### src/rtl/ifetch_if.sv
// Fetch-unit bus bundle: instruction-memory request/response and decode-side FIFO head.
// The master modport is the fetch unit's view; slave is memory plus decode.
`ifndef PC_SIZE
`define PC_SIZE 32
`endif

interface ifetch_if;
  logic                 imem_req_o;
  logic [`PC_SIZE-1:0]  imem_addr_o;
  logic                 imem_ack_i;
  logic [31:0]          imem_data_i;
  logic                 instr_valid_o;
  logic [31:0]          instr_o;
  logic [`PC_SIZE-1:0]  instr_pc_o;
  logic                 instr_ready_i;

  modport master (
    output imem_req_o, imem_addr_o, instr_valid_o, instr_o, instr_pc_o,
    input  imem_ack_i, imem_data_i, instr_ready_i
  );

  modport slave (
    input  imem_req_o, imem_addr_o, instr_valid_o, instr_o, instr_pc_o,
    output imem_ack_i, imem_data_i, instr_ready_i
  );
endinterface

### src/rtl/ifetch.sv
// Instruction-fetch front end: single-outstanding memory requests, PC stall control,
// and a small circular buffer of {pc, instruction} toward decode.
`ifndef PC_SIZE
`define PC_SIZE 32
`endif

module ifetch #(
  parameter int DEPTH = 2
) (
  input  logic                clk_i,
  input  logic                reset_i,
  input  logic                enable_i,
  input  logic [`PC_SIZE-1:0] pc_addr_i,
  output logic                pc_stall_o,
  input  logic                flush_i,
  ifetch_if.master            bus
);
  localparam int AW = `PC_SIZE;
  localparam int PW = $clog2(DEPTH);
  localparam int CW = PW + 1;
  localparam logic [CW-1:0] FULL       = CW'(DEPTH);
  localparam logic [CW-1:0] ONE_C      = CW'(1);
  localparam logic [PW-1:0] ONE_P      = PW'(1);
  localparam logic [AW-1:0] INSN_BYTES = AW'(4);

  typedef enum logic [1:0] {S_IDLE, S_REQ, S_DROP} state_t;

  state_t        r_state, w_state_nxt;
  logic          r_req, w_req_nxt;
  logic [AW-1:0] r_addr, w_addr_nxt;

  logic [31:0]   r_data_mem [DEPTH];
  logic [AW-1:0] r_pc_mem   [DEPTH];
  logic [PW-1:0] r_wptr, r_rptr;
  logic [CW-1:0] r_count;

  logic          w_valid, w_pop, w_push;
  logic [CW-1:0] w_count_after;

  assign w_valid       = (r_count != '0);
  assign w_pop         = w_valid & bus.instr_ready_i;
  assign w_push        = (r_state == S_REQ) & bus.imem_ack_i & ~flush_i & ~reset_i;
  // Occupancy once this cycle's pop and push have both landed.
  assign w_count_after = r_count - {{(CW-1){1'b0}}, w_pop} + ONE_C;

  always_comb begin
    w_state_nxt = r_state;
    w_req_nxt   = r_req;
    w_addr_nxt  = r_addr;
    case (r_state)
      S_IDLE: begin
        if (enable_i & ~flush_i & (r_count < FULL)) begin
          w_state_nxt = S_REQ;
          w_req_nxt   = 1'b1;
          w_addr_nxt  = pc_addr_i;
        end
      end
      S_REQ: begin
        if (bus.imem_ack_i) begin
          // Back-to-back issue follows the PC, which advances at this same edge.
          if (~flush_i & enable_i & (w_count_after < FULL)) begin
            w_addr_nxt = pc_addr_i + INSN_BYTES;
          end else begin
            w_state_nxt = S_IDLE;
            w_req_nxt   = 1'b0;
          end
        end else if (flush_i) begin
          w_state_nxt = S_DROP;
        end
      end
      S_DROP: begin
        if (bus.imem_ack_i) begin
          w_state_nxt = S_IDLE;
          w_req_nxt   = 1'b0;
        end
      end
      default: begin
        w_state_nxt = S_IDLE;
        w_req_nxt   = 1'b0;
      end
    endcase
  end

  always_ff @(posedge clk_i) begin
    if (reset_i) begin
      r_state <= S_IDLE;
      r_req   <= 1'b0;
      r_addr  <= '0;
    end else begin
      r_state <= w_state_nxt;
      r_req   <= w_req_nxt;
      r_addr  <= w_addr_nxt;
    end
  end

  always_ff @(posedge clk_i) begin
    if (reset_i) begin
      r_wptr  <= '0;
      r_rptr  <= '0;
      r_count <= '0;
    end else if (flush_i) begin
      r_wptr  <= '0;
      r_rptr  <= '0;
      r_count <= '0;
    end else begin
      if (w_push) r_wptr <= r_wptr + ONE_P;
      if (w_pop)  r_rptr <= r_rptr + ONE_P;
      case ({w_push, w_pop})
        2'b10:   r_count <= r_count + ONE_C;
        2'b01:   r_count <= r_count - ONE_C;
        default: r_count <= r_count;
      endcase
    end
  end

  // Storage carries no reset; validity is owned entirely by r_count.
  always_ff @(posedge clk_i) begin
    if (w_push) begin
      r_data_mem[r_wptr] <= bus.imem_data_i;
      r_pc_mem[r_wptr]   <= r_addr;
    end
  end

  assign bus.imem_req_o    = r_req;
  assign bus.imem_addr_o   = r_addr;
  assign bus.instr_valid_o = w_valid;
  assign bus.instr_o       = r_data_mem[r_rptr];
  assign bus.instr_pc_o    = r_pc_mem[r_rptr];
  assign pc_stall_o        = flush_i ? 1'b0 : ~w_push;

endmodule

### src/flat_wrapper.sv
// flat-port wrapper written by rule: the top's interface ports become plain ports
module ifetch_flat 
#(
  parameter int DEPTH = 2
)
  (clk_i, reset_i, enable_i, pc_addr_i, pc_stall_o, flush_i, bus_imem_req_o, bus_imem_addr_o, bus_instr_valid_o, bus_instr_o, bus_instr_pc_o, bus_imem_ack_i, bus_imem_data_i, bus_instr_ready_i);
  ifetch_if bus_i ();
  input  logic clk_i;
  input  logic reset_i;
  input  logic enable_i;
  input  logic [`PC_SIZE-1:0] pc_addr_i;
  output logic pc_stall_o;
  input  logic flush_i;
  output wire logic [$bits(bus_i.imem_req_o)-1:0] bus_imem_req_o;
  output wire logic [$bits(bus_i.imem_addr_o)-1:0] bus_imem_addr_o;
  output wire logic [$bits(bus_i.instr_valid_o)-1:0] bus_instr_valid_o;
  output wire logic [$bits(bus_i.instr_o)-1:0] bus_instr_o;
  output wire logic [$bits(bus_i.instr_pc_o)-1:0] bus_instr_pc_o;
  input wire logic [$bits(bus_i.imem_ack_i)-1:0] bus_imem_ack_i;
  input wire logic [$bits(bus_i.imem_data_i)-1:0] bus_imem_data_i;
  input wire logic [$bits(bus_i.instr_ready_i)-1:0] bus_instr_ready_i;
  assign bus_imem_req_o = bus_i.imem_req_o;
  assign bus_imem_addr_o = bus_i.imem_addr_o;
  assign bus_instr_valid_o = bus_i.instr_valid_o;
  assign bus_instr_o = bus_i.instr_o;
  assign bus_instr_pc_o = bus_i.instr_pc_o;
  assign bus_i.imem_ack_i = bus_imem_ack_i;
  assign bus_i.imem_data_i = bus_imem_data_i;
  assign bus_i.instr_ready_i = bus_instr_ready_i;
  ifetch #(.DEPTH(DEPTH)) u_core (.clk_i(clk_i), .reset_i(reset_i), .enable_i(enable_i), .pc_addr_i(pc_addr_i), .pc_stall_o(pc_stall_o), .flush_i(flush_i), .bus(bus_i));
endmodule
### config.mk
export PLATFORM = sky130hd
export DESIGN_NAME = ifetch_flat
export DESIGN_NICKNAME = d
export VERILOG_FILES = /design/src/rtl/ifetch_if.sv /design/src/rtl/ifetch.sv /design/src/flat_wrapper.sv
export SDC_FILE = /design/constraint.sdc
export NUM_CORES = 1
export LEC_CHECK = 0
export ABC_AREA = 1
export BUFFER_PORTS_ARGS = -buffer_cell sky130_fd_sc_hd__buf_2
export CAP_MARGIN = 25
export CORE_MARGIN = 2
export CORE_UTILIZATION = 30
export CTS_CLUSTER_DIAMETER = 150
export CTS_CLUSTER_SIZE = 14
export DETAILED_ROUTE_END_ITERATION = 8
export GPL_TIMING_DRIVEN = 0
export HOLD_SLACK_MARGIN = 0.1
export SKIP_CTS_REPAIR_TIMING = 1
export SLEW_MARGIN = 20
export SYNTH_ARGS = -nofsm -noshare
export SYNTH_HDL_FRONTEND = slang
export SYNTH_SLANG_ARGS = --single-unit
### constraint.sdc
create_clock -name clk_i -period 3.65 [get_ports clk_i]
set_input_delay 0.1825 -clock clk_i [delete_from_list [all_inputs] [get_ports clk_i]]
set_output_delay 0.1825 -clock clk_i [all_outputs]
set_load 0.01 [all_outputs]
Word level (Yosys, flattened, before mapping) --
Memory sizes are Yosys's and may differ from the RTL's. A register that Yosys moved wholly into a read port is not among the register bits. Index checks and enable logic that the tools add are counted.
Storage, ports and cells: memories kept 2, bits in registers 39, bits in writable memories 128, input bits 70, output and inout port bits 99, logic and storage cells 69
Memory list:
- u_core.r_data_mem | depth 2, bits a word 32, rd ports 1, clocked after memory_dff 1, wr ports 1, line ifetch.sv:32 | logic [31:0] r_data_mem [DEPTH];
- u_core.r_pc_mem | depth 2, bits a word 32, rd ports 1, clocked after memory_dff 1, wr ports 1, line ifetch.sv:33 | logic [AW-1:0] r_pc_mem [DEPTH];
Cells by class: multiplexer cells 23, reductions and logical operators 8, order comparisons 2, equality and inequality tests 11, add/subtract/negate cells 7, bitwise gates (word level) 10
Operator list (count):
- $mux W32 | 3
- $pmux W32 S2 | 1
- $add A32 B3 Y32 const B | 1
- $reduce_and A4 Y1 | 3
- $mux W1 | 11
- $mux W2 | 5
- $ne A2 B2 Y1 const B | 4
- $and A1 B1 Y1 | 7
- $ne A3 B3 Y1 const B | 2
- $pmux W2 S3 | 1
- $reduce_bool A2 Y1 | 3
- $add A2 B1 Y2 const B | 2
- $eq A2 B1 Y1 const B | 2
- $eq A2 B2 Y1 const B | 2
- $lt A2 B2 Y1 const B | 2
- $pmux W2 S2 | 1
- $not A1 Y1 | 3
- $pmux W1 S3 | 1
- $add A1 B1 Y1 const B | 2
- $logic_not A2 Y1 | 1
- $ne A2 B1 Y1 const B | 1
- $reduce_or A2 Y1 | 1
- $sub A2 B1 Y2 | 1
- $sub A2 B1 Y2 const B | 1

Longest topological paths before layout --
depth in word-level cells 9, depth in mapped cells 11, depth with buffers taken out 11

Worst setup path before layout --
No wires, ideal clock.
path kind flip-flop to flip-flop, start point register u_core.r_state[1], end point memory u_core.r_data_mem[1][0], enable pin, arrival time 3.552 ns, cell stages (with the launch flop) 8, path buffers 0, required time 3.162 ns, period minus slack after synthesis 4.040 ns, library setup time 0.488 ns, slack -0.390 ns, path through dfxtp_1 inv_2 nand2_2 nor2_1 inv_1 nor2_1 inv_1 nor2_1
Between the ends: longest elaborated chain between the ends 6
RTL lines:
- start: declaration | line ifetch.sv:28 | state_t r_state, w_state_nxt;
- start signal: assignment | line ifetch.sv:90 | r_state <= w_state_nxt;
- $eq A2 B1 Y1 | line ifetch.sv:42 | assign w_push = (r_state == S_REQ) & bus.imem_ack_i & ~flush_i & ~reset_i;
- $and A1 B1 Y1 (3 in a row) | line ifetch.sv:42
- $mux W1 | line ifetch.sv:118 | if (w_push) begin
- $mux W1 (implied by the code) | line ifetch.sv:119 | r_data_mem[r_wptr] <= bus.imem_data_i;
- end: declaration | line ifetch.sv:32
No other way between the ends.

==> impl_metrics.py <==
metrics = {
    "finish": {
        "layout-drive-gt1-share": 0.349,
        "nets": 895,
        "area_growth_pct": 32.5,
        "final_cell_mix": "buf_2 (174), edfxtp_1 (128), nand2_1 (100)",
        "final_common_cell": "buf_2",
        "antenna_cells": 0,
        "stdcell_count": 1155,
    },
    "critical_path": {
        "startpoint_type": "flop",
        "cp_data_arrival_time_ns": 2.31,
        "critical-path-max-stage-delay_ns": 0.65,
        "required_ns": 3.47,
        "crit_fanout": 10,
        "r2r-start": "u_core.r_state[1]$_SDFFE_PP0P_",
        "critPathMostFrequentCell": "buf_2",
        "critical-path-top-delay-family": "buffers and inverters",
        "worstPathCellList": "clkbuf_1 > buf_2 > mux2_2 > buf_2",
        "slowest_stage": "clkbuf_1",
        "reg2reg_depth": 9,
        "path_buf_inv": 3,
        "crit_type": "reg2out",
        "crit_path_end_kind": "primary output",
        "timing.critical_path.depth": 4,
    },
    "logic_synthesis": {
        "seq_area_frac_synth": 0.659,
        "synth_area_um2": 7050,
        "ys_ff_latch": 168,
        "postSynth.asyncResetShare": 0,
        "ys.flop_type": "edfxtp_1",
        "syn_avg_cell_area_um2": 11.8,
        "synth_cells": 597,
        "synth_warnings": 0,
        "ys_types": 30,
        "synth_edf_count": 128,
        "synth_nets": 669,
    },
    "floorplan": {
        "die_w_um": 157,
        "fp.dieH_um": 157,
        "die_area_um2": 24700,
        "io_pins": 169,
        "rows": 56,
        "start_util": 0.303,
        "core_um2": 23300,
    },
    "cts": {
        "clockBufferDepth": 2,
        "clkSinkCount": 168,
        "cts.reportedPaths.clkPinSlew_ns": 0.06,
        "clk_latency_ns": 0.42,
        "cts_buffers": 17,
        "h-tree-depth": 4,
        "clockRootBuffer": "clkbuf_16",
        "tritoncts": "yes",
    },
    "place": {
        "place_congestion": 0.844,
        "hpwlAfterDp_um": 12600,
        "dpl.cell_count": 1089,
        "port_buffers": 167,
        "dpl_worst_slack_ns": 1.53,
    },
    "timing": {
        "fin_crit_ns": 2.49,
        "finalSetupViolations": 0,
        "fin_tns_setup_ns": 0,
        "finalClockSkew_ns": 0.00920,
        "period_share": 0.682,
        "layout_setup_ws_ns": 1.16,
        "worstMarginPinSlew_ns": 0.879,
        "holdWs_ns": 0.0950,
        "fmax_ghz": 0.401,
        "slew_violations": 0,
        "hold_viol": 0,
        "rsz0062_at_grt": "no",
        "maxSlewHeadroom": 0.414,
    },
    "global_route": {
        "grt-ovfl-total": 0,
        "grt_pass1_vias": 4633,
        "grtUsageTotal": 0.134,
        "grt_max_degree": 24,
        "grt_pass1_wl_um": 24900,
        "antenna_found_initial": 0,
    },
    "pwr": {
        "leakage_nw": 3.78,
        "p_per_area_nw_per_um2": 461,
        "ir_drop_mv": 0.239,
    },
    "hold_path": {
        "hold_start": "pc_addr_i[9]",
        "hp-class": "in2reg",
        "holdPathStages": 4,
    },
    "drt": {
        "route.detailed.drc": 0,
        "antenna_left": 0,
        "wire_per_inst_um": 14.8,
        "drt_wl_total_um": 17100,
        "vias": 4948,
        "viasPerCell": 4.28,
        "dr.pass1.iters": 4,
        "drt_iter0_drc": 283,
    },
    "flow_run": {
        "cap_violations": 0,
    },
    "status": {
        "status": "complete, no violations",
    },
}
## flip-flops by register name, summed over array words and instances, names as in the netlist, named ones only
| signal | cells |
|---|---|
| u_core.r_pc_mem | 64 |
| u_core.bus.imem_addr_o | 32 |
| u_core.r_rptr | 1 |
| u_core.r_state | 2 |
| u_core.r_data_mem | 64 |
| u_core.bus.imem_req_o | 1 |
| u_core.r_wptr | 1 |
| u_core.r_count | 2 |
## power breakdown
group          total, mW  switching, mW  leakage, nW  internal (mW)
Clock               1.72          0.718        0.282           1.00
Sequential          2.19         0.0574         1.50           2.13
Combinational      0.399          0.229         2.00          0.170
## layout make-up
cell class / count / area [um^2]
multi-input combinational: 357 / 2120
clock inverter: 9 / 90.1
sequential: 168 / 4640
fill: 2276 / 13900
clock buffer: 23 / 479
inverter: 56 / 210
buffer: 16 / 95.1
timing repair buffer: 207 / 1310
tap: 319 / 399
## Yosys cell counts (4+ instances only)
| master | instances | area (um^2) |
|---|---|---|
| a21oi_1 | 23 | 115 |
| buf_2 | 7 | 35.0 |
| clkbuf_1 | 4 | 15.0 |
| dfxtp_1 | 40 | 801 |
| edfxtp_1 | 128 | 3840 |
| inv_1 | 52 | 195 |
| mux2_2 | 64 | 721 |
| nand2_1 | 100 | 375 |
| nand3_1 | 24 | 120 |
| nand4_1 | 5 | 31.3 |
| nor2_1 | 77 | 289 |
| nor2_4 | 4 | 45.0 |
| nor3_1 | 4 | 20.0 |
| o21ai_0 | 25 | 125 |
| xnor2_1 | 6 | 52.6 |
| xor2_1 | 9 | 78.8 |
## kinds of logic after synthesis
logic type      synth area share
compound gates            0.0383
xor+xnor                  0.0186
fa+ha+maj                0.00355
buf+inv                   0.0433
flops                      0.659
mux                        0.102
simple gates               0.135
## routing by layer
layer	routed length [um]	vias to the layer above	global-route usage
li1	-	2496	-
met1	7720	2320	0.166
met2	8360	118	0.228
met3	802	14	0.0350
met4	194	0	0.0416
met5	0	-	0
## metrics by stage
stage               utilization  total power, mW  area, um^2
floorplan                     -             2.42        7060
global placement          0.356             2.60        8290
detailed placement        0.363             2.61        8440
CTS                       0.387             4.34        9000
global route              0.402             4.49        9350
finish                    0.402             4.31        9350
## path summary, 6_finish.rpt
path	to	slack (ns)
worst min-delay path	u_core.bus.imem_addr_o[9]$_SDFFE_PP0P_	0.1
worst max-delay path	bus_instr_o[19]	1.16
worst max register to register	u_core.r_pc_mem[1][17]$_DFFE_PP_	1.65
worst min register to register	u_core.r_rptr$_SDFFE_PP0P_	0.45
## worst register-to-register path, cell delays in order (launching register included)
cell	delay, ns
dfxtp_1	0.36
inv_2	0.07
nand2_2	0.10
nor2_1	0.16
inv_1	0.07
nor2_1	0.12
inv_1	0.13
nor2_4	0.26
buf_12	0.23
buf_16	0.19
(Power assumes the default switching activity.)
